<file path="src/rtl/aes_seq_pkg.sv">
// Shared types and constants for the AES-128 decryption round sequencer.
package aes_seq_pkg;

  localparam int NUM_ROUNDS  = 10;
  localparam int BLOCK_BYTES = 16;
  localparam int KEY_BYTES   = 176;

  typedef enum logic [2:0] {
    IDLE   = 3'd0,
    LOAD   = 3'd1,
    ROUND  = 3'd2,
    DRAIN  = 3'd3,
    OUTPUT = 3'd4
  } seq_state_t;

  // Decryption walks the key schedule backwards: round 0 uses the last
  // 16 key bytes (160..175), round 10 the first 16 (0..15).
  function automatic logic [7:0] key_addr_f(input logic [3:0] rnd, input logic [3:0] idx);
    int a;
    a = KEY_BYTES - BLOCK_BYTES * (int'(rnd) + 1) + int'(idx);
    return 8'(a);
  endfunction

endpackage

</file>
<file path="src/rtl/seq_byte_counter.sv">
// Mod-16 byte position counter with clear (priority) and enable, plus a
// terminal-count flag at 15. Wrapping from 15 returns to 0 naturally.
module seq_byte_counter (
  input  logic       i_clk,
  input  logic       i_rst_n,
  input  logic       i_clr,
  input  logic       i_en,
  output logic [3:0] o_count,
  output logic       o_tc
);

  logic [3:0] r_count;

  // Counter register: clear wins over increment.
  always_ff @(posedge i_clk or negedge i_rst_n) begin
    if (!i_rst_n) begin
      r_count <= 4'd0;
    end else if (i_clr) begin
      r_count <= 4'd0;
    end else if (i_en) begin
      r_count <= r_count + 4'd1;
    end
  end

  assign o_count = r_count;
  assign o_tc    = (r_count == 4'hF);

endmodule

</file>
<file path="src/rtl/aes_dec_sequencer.sv">
// Round sequencer for the byte-serial AES-128 decryption datapath: loads a
// ciphertext block, steps initial key add + 9 full rounds + final round
// with a drain gap of PIPE_LAT cycles after each, then streams plaintext.
module aes_dec_sequencer
  import aes_seq_pkg::*;
#(
  parameter int PIPE_LAT = 2
) (
  input  logic       i_clk,
  input  logic       i_rst_n,
  input  logic       i_start,
  input  logic       i_abort,
  input  logic       i_in_valid,
  output logic       o_in_ready,
  output logic       o_out_valid,
  input  logic       i_out_ready,
  output logic       o_busy,
  output logic       o_done,
  output logic [3:0] o_round,
  output logic [3:0] o_byte_idx,
  output logic [7:0] o_key_addr,
  output logic       o_din_sel,
  output logic       o_en_dp,
  output logic       o_en_sbox,
  output logic       o_en_mc,
  output logic       o_en_pts
);

  localparam logic [2:0] DRAIN_LAST = 3'((PIPE_LAT > 0) ? PIPE_LAT - 1 : 0);
  localparam logic [3:0] LAST_ROUND = 4'(NUM_ROUNDS);

  seq_state_t r_state, w_state_next;
  logic [3:0] r_round, w_round_next;
  logic [2:0] r_drain, w_drain_next;
  logic       r_done,  w_done_next;
  logic       w_cnt_clr, w_cnt_en;
  logic [3:0] w_byte_idx;
  logic       w_byte_last;
  logic       w_in_rounds;

  seq_byte_counter u_byte_cnt (
    .i_clk   (i_clk),
    .i_rst_n (i_rst_n),
    .i_clr   (w_cnt_clr),
    .i_en    (w_cnt_en),
    .o_count (w_byte_idx),
    .o_tc    (w_byte_last)
  );

  // State, round, drain and done registers.
  always_ff @(posedge i_clk or negedge i_rst_n) begin
    if (!i_rst_n) begin
      r_state <= IDLE;
      r_round <= 4'd0;
      r_drain <= 3'd0;
      r_done  <= 1'b0;
    end else begin
      r_state <= w_state_next;
      r_round <= w_round_next;
      r_drain <= w_drain_next;
      r_done  <= w_done_next;
    end
  end

  // Next-state logic; abort overrides every other event.
  always_comb begin
    w_state_next = r_state;
    w_round_next = r_round;
    w_drain_next = r_drain;
    w_done_next  = 1'b0;
    w_cnt_clr    = 1'b0;
    w_cnt_en     = 1'b0;
    if (i_abort) begin
      w_state_next = IDLE;
      w_round_next = 4'd0;
      w_drain_next = 3'd0;
      w_cnt_clr    = 1'b1;
    end else begin
      case (r_state)
        IDLE: begin
          if (i_start) begin
            w_state_next = LOAD;
            w_round_next = 4'd0;
            w_cnt_clr    = 1'b1;
          end
        end
        LOAD: begin
          if (i_in_valid) begin
            w_cnt_en = 1'b1;
            if (w_byte_last) w_state_next = ROUND;
          end
        end
        ROUND: begin
          w_cnt_en = 1'b1;
          if (w_byte_last) begin
            if (PIPE_LAT == 0) begin
              // No pipeline gap: advance the round directly.
              if (r_round == LAST_ROUND) w_state_next = OUTPUT;
              else                       w_round_next = r_round + 4'd1;
            end else begin
              w_state_next = DRAIN;
              w_drain_next = 3'd0;
            end
          end
        end
        DRAIN: begin
          if (r_drain == DRAIN_LAST) begin
            w_drain_next = 3'd0;
            if (r_round == LAST_ROUND) begin
              w_state_next = OUTPUT;
            end else begin
              w_round_next = r_round + 4'd1;
              w_state_next = ROUND;
            end
          end else begin
            w_drain_next = r_drain + 3'd1;
          end
        end
        OUTPUT: begin
          if (i_out_ready) begin
            w_cnt_en = 1'b1;
            if (w_byte_last) begin
              // Counter wraps to 0 on this accept; round is cleared here.
              w_state_next = IDLE;
              w_round_next = 4'd0;
              w_done_next  = 1'b1;
            end
          end
        end
        default: begin
          w_state_next = IDLE;
          w_round_next = 4'd0;
          w_cnt_clr    = 1'b1;
        end
      endcase
    end
  end

  // Datapath controls stay set through DRAIN so in-flight bytes keep
  // seeing the same stage configuration as when they were issued.
  assign w_in_rounds = (r_state == ROUND) || (r_state == DRAIN);

  assign o_in_ready  = (r_state == LOAD);
  assign o_out_valid = (r_state == OUTPUT);
  assign o_en_dp     = (r_state == ROUND);
  assign o_key_addr  = o_en_dp ? key_addr_f(r_round, w_byte_idx) : 8'd0;
  assign o_en_pts    = o_out_valid & i_out_ready;
  assign o_busy      = (r_state != IDLE);
  assign o_done      = r_done;
  assign o_round     = r_round;
  assign o_byte_idx  = w_byte_idx;
  assign o_din_sel   = w_in_rounds && (r_round != 4'd0);
  assign o_en_sbox   = w_in_rounds && (r_round != 4'd0);
  assign o_en_mc     = w_in_rounds && (r_round != 4'd0) && (r_round != LAST_ROUND);

endmodule

</file>
<file path="config.mk">
export PLATFORM = sky130hd
export DESIGN_NAME = aes_dec_sequencer
export DESIGN_NICKNAME = d
export VERILOG_FILES = /design/src/rtl/aes_seq_pkg.sv /design/src/rtl/seq_byte_counter.sv /design/src/rtl/aes_dec_sequencer.sv
export SDC_FILE = /design/constraint.sdc
export NUM_CORES = 1
export LEC_CHECK = 0
export BUFFER_PORTS_ARGS = -buffer_cell sky130_fd_sc_hd__buf_2
export CORE_MARGIN = 4
export CORE_UTILIZATION = 51
export CTS_CLUSTER_SIZE = 12
export DETAILED_ROUTE_END_ITERATION = 6
export GPL_TIMING_DRIVEN = 0
export PLACE_DENSITY_LB_ADDON = 0.1
export RECOVER_POWER = 100
export SETUP_SLACK_MARGIN = 0.3
export SLEW_MARGIN = 20
export SYNTH_ARGS = -nofsm -noshare
export SYNTH_HDL_FRONTEND = slang
export SYNTH_HIERARCHICAL = 1
export SYNTH_SLANG_ARGS = --single-unit
export TNS_END_PERCENT = 30
</file>
<file path="constraint.sdc">
create_clock -name i_clk -period 2.2 [get_ports i_clk]
set_clock_uncertainty 0.15 [all_clocks]
set_input_delay 0.66 -clock i_clk [delete_from_list [all_inputs] [get_ports i_clk]]
set_output_delay 0.66 -clock i_clk [all_outputs]
set_load 0.02 [all_outputs]
</file>
* Word-level counts from Yosys, hierarchy flattened
Index checks and enable logic that the tools add are counted.
** Word-level totals
- Logic and storage cells :: 76
- Output and inout port bits :: 25
- Bits in registers :: 15
- Input port bits :: 6
** Cells by class
- Muxes and demuxes :: 34
- Equality and inequality tests :: 17
- Reduce and logical (&&, ||, !) cells :: 13
- Bitwise logic cells :: 1
- Add/subtract/negate cells :: 6
** Operators with widths (count)
- $mux W3 :: 11
- $mux W4 :: 8
- $pmux W4 S4 :: 1
- $pmux W3 S5 :: 1
- $add A4 B1 Y4 const B :: 3
- $ne A3 B2 Y1 const B :: 4
- $ne A3 B3 Y1 const B :: 4
- $mux W1 :: 9
- $add A8 B5 Y8 :: 1
- $eq A4 B4 Y1 const B :: 2
- $mux W8 :: 1
- $sub A8 B8 Y8 const A :: 1
- $reduce_and A7 Y1 :: 1
- $eq A3 B1 Y1 const B :: 2
- $eq A3 B2 Y1 const B :: 2
- $pmux W3 S2 :: 1
- $reduce_and A6 Y1 :: 1
- $reduce_bool A3 Y1 :: 2
- $ne A4 B4 Y1 const B :: 1
- $reduce_bool A4 Y1 :: 1
- $reduce_or A4 Y1 :: 1
- $add A3 B1 Y3 const B :: 1
- $eq A3 B3 Y1 const B :: 1
- $logic_not A3 Y1 :: 1
- other kinds (9) :: 10

* Longest topological paths before layout
- Word-level depth :: 5
- Gate-level depth with buffers :: 8
- Depth with buffers taken out :: 7

* By module
Netlist, hierarchy kept.
** Modules (own cells, without submodules)
- aes_dec_sequencer :: area each 904.6 um2, cells an instance 109, instances 1, sequential area each 275.3 um2
- seq_byte_counter :: area each 198.9 um2, cells an instance 17, instances 1, sequential area each 100.1 um2

* Worst setup path after synthesis
OpenSTA, ideal clock, no wires.
- Path kind :: register -> output
- Start :: reg r_round[0] (netlist: o_round[0])
- End :: out o_en_mc
- Setup slack :: -160 ps
- Path buffers :: 0
- Data required time :: 1390 ps
- Arrival :: 1550 ps
- Stages on the path, launching flop included :: 5
- Path through :: dfrtp_1 -> inv_1 -> ha_1 -> a21oi_1 -> and2_1
** On the way
- Cells in the longest elaborated chain, start to end :: 3
- Elaborated cells on any way between the ends :: 4
- Classes of those cells :: eq/ne: 1; reduce/logical: 3
** Ends and longest elaborated chain
- from (decl) :: RTL line aes_dec_sequencer.sv:33 : logic [3:0] r_round, w_round_next;
- from (signal assigned) :: RTL line aes_dec_sequencer.sv:59 : r_round <= w_round_next;
- $reduce_bool A4 Y1
- $logic_and A1 B1 Y1
- via o_din_sel :: RTL line aes_dec_sequencer.sv:22 : output logic o_din_sel,
- $logic_and A1 B1 Y1 :: RTL line aes_dec_sequencer.sv:154 : assign o_en_mc = w_in_rounds && (r_round != 4'd0) && (r_round != LAST_ROUND);
- to (decl) :: RTL line aes_dec_sequencer.sv:25 : output logic o_en_mc,
The timed path passes the listed nets, and every way through them passes these cells.

* Final worst setup path
- Start :: reg r_state[1]
- End :: out o_en_mc
** On the way
- Cells in the longest elaborated chain, start to end :: 4
- Elaborated cells on any way between the ends :: 5
- Classes of those cells :: eq/ne: 2; reduce/logical: 3
** Ends and longest elaborated chain
- from (decl) :: RTL line aes_dec_sequencer.sv:32 : seq_state_t r_state, w_state_next;
- from (signal assigned) :: RTL line aes_dec_sequencer.sv:58 : r_state <= w_state_next;
- $eq A3 B2 Y1 :: RTL line aes_dec_sequencer.sv:141 : assign w_in_rounds = (r_state == ROUND) || (r_state == DRAIN);
- $logic_or A1 B1 Y1 (*) :: RTL line aes_dec_sequencer.sv:141
- $logic_and A1 B1 Y1 (*) (2 in series) :: RTL line aes_dec_sequencer.sv:154
Every way passes the cells marked *; elsewhere a longest branch is shown, timed or not.

==> impl_metrics.env <==
export IMPL_synth_avg_cell_area_um2=8.76
export IMPL_worst_setup_path_end_kind="primary output"
export IMPL_die_h_um=54.5
export IMPL_violations="setup timing"
export IMPL_antenna_found_initial=0
export IMPL_critPathMaxStageDelay_ns=0.40
export IMPL_finalCriticalPeriod_ns=2.37
export IMPL_cp_arrival_ns=1.56
export IMPL_critical_path_cell_chain="buf_6 -> or2b_4 -> a21oi_4 -> and2_4 -> buf_6"
export IMPL_root_buffer="clkbuf_4"
export IMPL_finalSetupViolCount=15
export IMPL_cts_tree="done"
export IMPL_cp_common_cell="buf_6"
export IMPL_final_max_slew_violation_count=0
export IMPL_grt_pass1_vias=1118
export IMPL_clkLatencyLatePin_ns=0.30
export IMPL_grt_pass1_wl_mm=5.00
export IMPL_total_power_w=0.00123
export IMPL_area_growth_pct=53.7
export IMPL_synthFlopType="dfrtp_1"
export IMPL_drive_gt1_frac=0.549
export IMPL_synth_async_sr_flop_share=1.00
export IMPL_grt_busiest_layer="met2"
export IMPL_grtUsageTotal=0.238
export IMPL_core_area_mm2=0.00200
export IMPL_hold_buffers=0
export IMPL_use_met3=0.0545
export IMPL_grt_ovfl_total=0
export IMPL_clock_sinks=15
export IMPL_cp_start_kind="flip-flop"
export IMPL_synth_seq_cells=15
export IMPL_rsz0062_at_grt="true"
export IMPL_dp_hpwl_mm=2.05
export IMPL_path_max_fanout=5
export IMPL_use_met2=0.400
export IMPL_fillCellCount=98
export IMPL_fin_ws_ns=-0.174
export IMPL_nNetsFinal=186
export IMPL_cp_required_ns=1.39
export IMPL_multiInputGateArea_um2=836
export IMPL_viasPerCell=6.25
export IMPL_start_util=0.551
export IMPL_synth_warnings=6
export IMPL_grt_max_degree=16
export IMPL_status="complete, but fails checks"
export IMPL_drt_first_iter_violations=74
export IMPL_syn_area_mm2=0.00110
export IMPL_hold_viol=0
export IMPL_postRouteAntennaNets=0
export IMPL_final_cell_mix="20 x buf_4, 15 x buf_2, 12 x nor2_1, 12 x dfrtp_1, 11 x buf_6"
export IMPL_crit_slowest_cell="dfrtp_1"
export IMPL_vias=1263
export IMPL_synth_enable_flop_cells=0
export IMPL_row_count=16
export IMPL_max_cap_viol_count=0
export IMPL_path_class="flip-flop to primary output"
export IMPL_die_w_um=54.5
export IMPL_final_common_cell="buf_4"
export IMPL_drtPass1Iterations=4
export IMPL_seqCellArea_um2=379
export IMPL_hold_class="input port to async pin"
export IMPL_clk_pin_slew_ns=0.10
export IMPL_fin_util=0.848
export IMPL_synth_nets=136
export IMPL_tightest_slew_ns=0.820
export IMPL_n_antenna_cell=0
export IMPL_vdd_drop_max_mv=0.545
export IMPL_cts_buffers=3
export IMPL_die_area_mm2=0.00297
export IMPL_leakage_nw=0.810
export IMPL_hold_ws_ns=0.266
export IMPL_setup_tns_ns=-1.29
export IMPL_synthCells=126
export IMPL_routed_wl_mm=3.83
export IMPL_wire_per_inst_um=19.0
export IMPL_ctsLongestPathBuffers=2
export IMPL_worst_path_buf_inv=2
export IMPL_use_met1=0.284
export IMPL_maxSlewHeadroom=0.454
export IMPL_port_buffers=30
export IMPL_maxClockFrequency_mhz=421
export IMPL_fin_crit_sh=1.08
export IMPL_pin_count=31
export IMPL_place_ws_ns=0.00427
export IMPL_htreeDepth=1
export IMPL_drc=0
export IMPL_p_per_area_mw_per_mm2=725
export IMPL_gp_congestion=0.851
export IMPL_path_delay_family="simple AND/OR/NAND/NOR gates"
export IMPL_yosysUniqueCellTypes=44
export IMPL_seq_area_frac_synth=0.340
==> final timing paths <==
path / from / end / slack (ns) / depth (start not counted)
min in group i_clk: r_drain[1] / r_drain[1] / 0.44 / 1
setup / recovery: r_state[1] / o_en_mc / -0.17 / 5
max in group asynchronous: i_rst_n / o_round[1] / 1.06 / 1
setup reg to reg: r_state[2] / u_byte_cnt/o_count[3] / -0.06 / 9
hold reg to reg: r_drain[1] / r_drain[1] / 0.44 / 1
hold / removal: i_rst_n / r_state[1] / 0.27 / 1
==> kinds of logic after synthesis <==
logic type,Yosys count,synth area share
compound gates,28,0.185
xor+xnor,4,0.0318
fa+ha+maj,4,0.0454
buf+inv,9,0.0419
flops,15,0.340
mux,4,0.0454
simple gates,62,0.311
==> synth_stat cells (all sizes together) (2+ instances only) <==
master	n	area share
nor2	21	0.071
dfrtp	15	0.34
a21oi	9	0.054
nand2	7	0.024
and3	6	0.034
o21ai	5	0.023
ha	4	0.045
nand3b	4	0.027
buf	3	0.022
clkbuf	3	0.010
inv	3	0.010
nand4	3	0.017
nor2b	3	0.017
xnor2	3	0.024
a21bo	2	0.018
a21o	2	0.014
a31oi	2	0.011
and2	2	0.011
mux2	2	0.027
mux2i	2	0.018
nand3	2	0.0091
nor3	2	0.0091
nor3b	2	0.018
o21ba	2	0.018
or2	2	0.011
or3	2	0.011
==> registers in the layout (all words and copies together), names as in the netlist <==
signal / cells
o_done: 1
o_round: 4
r_drain: 3
r_state: 3
u_byte_cnt/o_count: 4
==> report_power, final <==
| part | switching (W) | internal [W] |
|---|---|---|
| Sequential | 0.0000284 | 0.000299 |
| Clock | 0.0000985 | 0.0000678 |
| Combinational | 0.000390 | 0.000347 |
| Total | 0.000517 | 0.000714 |
==> metrics by stage <==
step / instances / instance area [um^2]
3_3_place_gp: 183 / 1340
6_report: 202 / 1700
4_1_cts: 195 / 1550
3_5_place_dp: 183 / 1340
2_1_floorplan: 126 / 1160
5_1_grt: 202 / 1700
==> layer usage <==
layer | wire length, um | share of wire | vias to the layer above
met4 | 218 | 0.057 | 0
met2 | 1940 | 0.51 | 86
met1 | 1390 | 0.36 | 603
met5 | 0 | 0 | -
li1 | - | - | 545
met3 | 280 | 0.073 | 29
==> what timing repair did <==
item	4_1_cts	5_1_grt
gates cloned	0	1
pin swaps	10	19
resized for setup	34	25
buffers inserted	8	6
setup endpoints to repair	24	27
==> final cells by class <==
| type | instances | area share |
|---|---|---|
| sequential | 15 | 0.223 |
| timing repair buffer | 45 | 0.202 |
| clock inverter | 1 | 0.00295 |
| inverter | 3 | 0.00664 |
| clock buffer | 3 | 0.0133 |
| buffer | 6 | 0.0391 |
| multi-input combinational | 102 | 0.493 |
| tap | 27 | 0.0199 |
No activity file was read; power rests on OpenSTA's default activity.
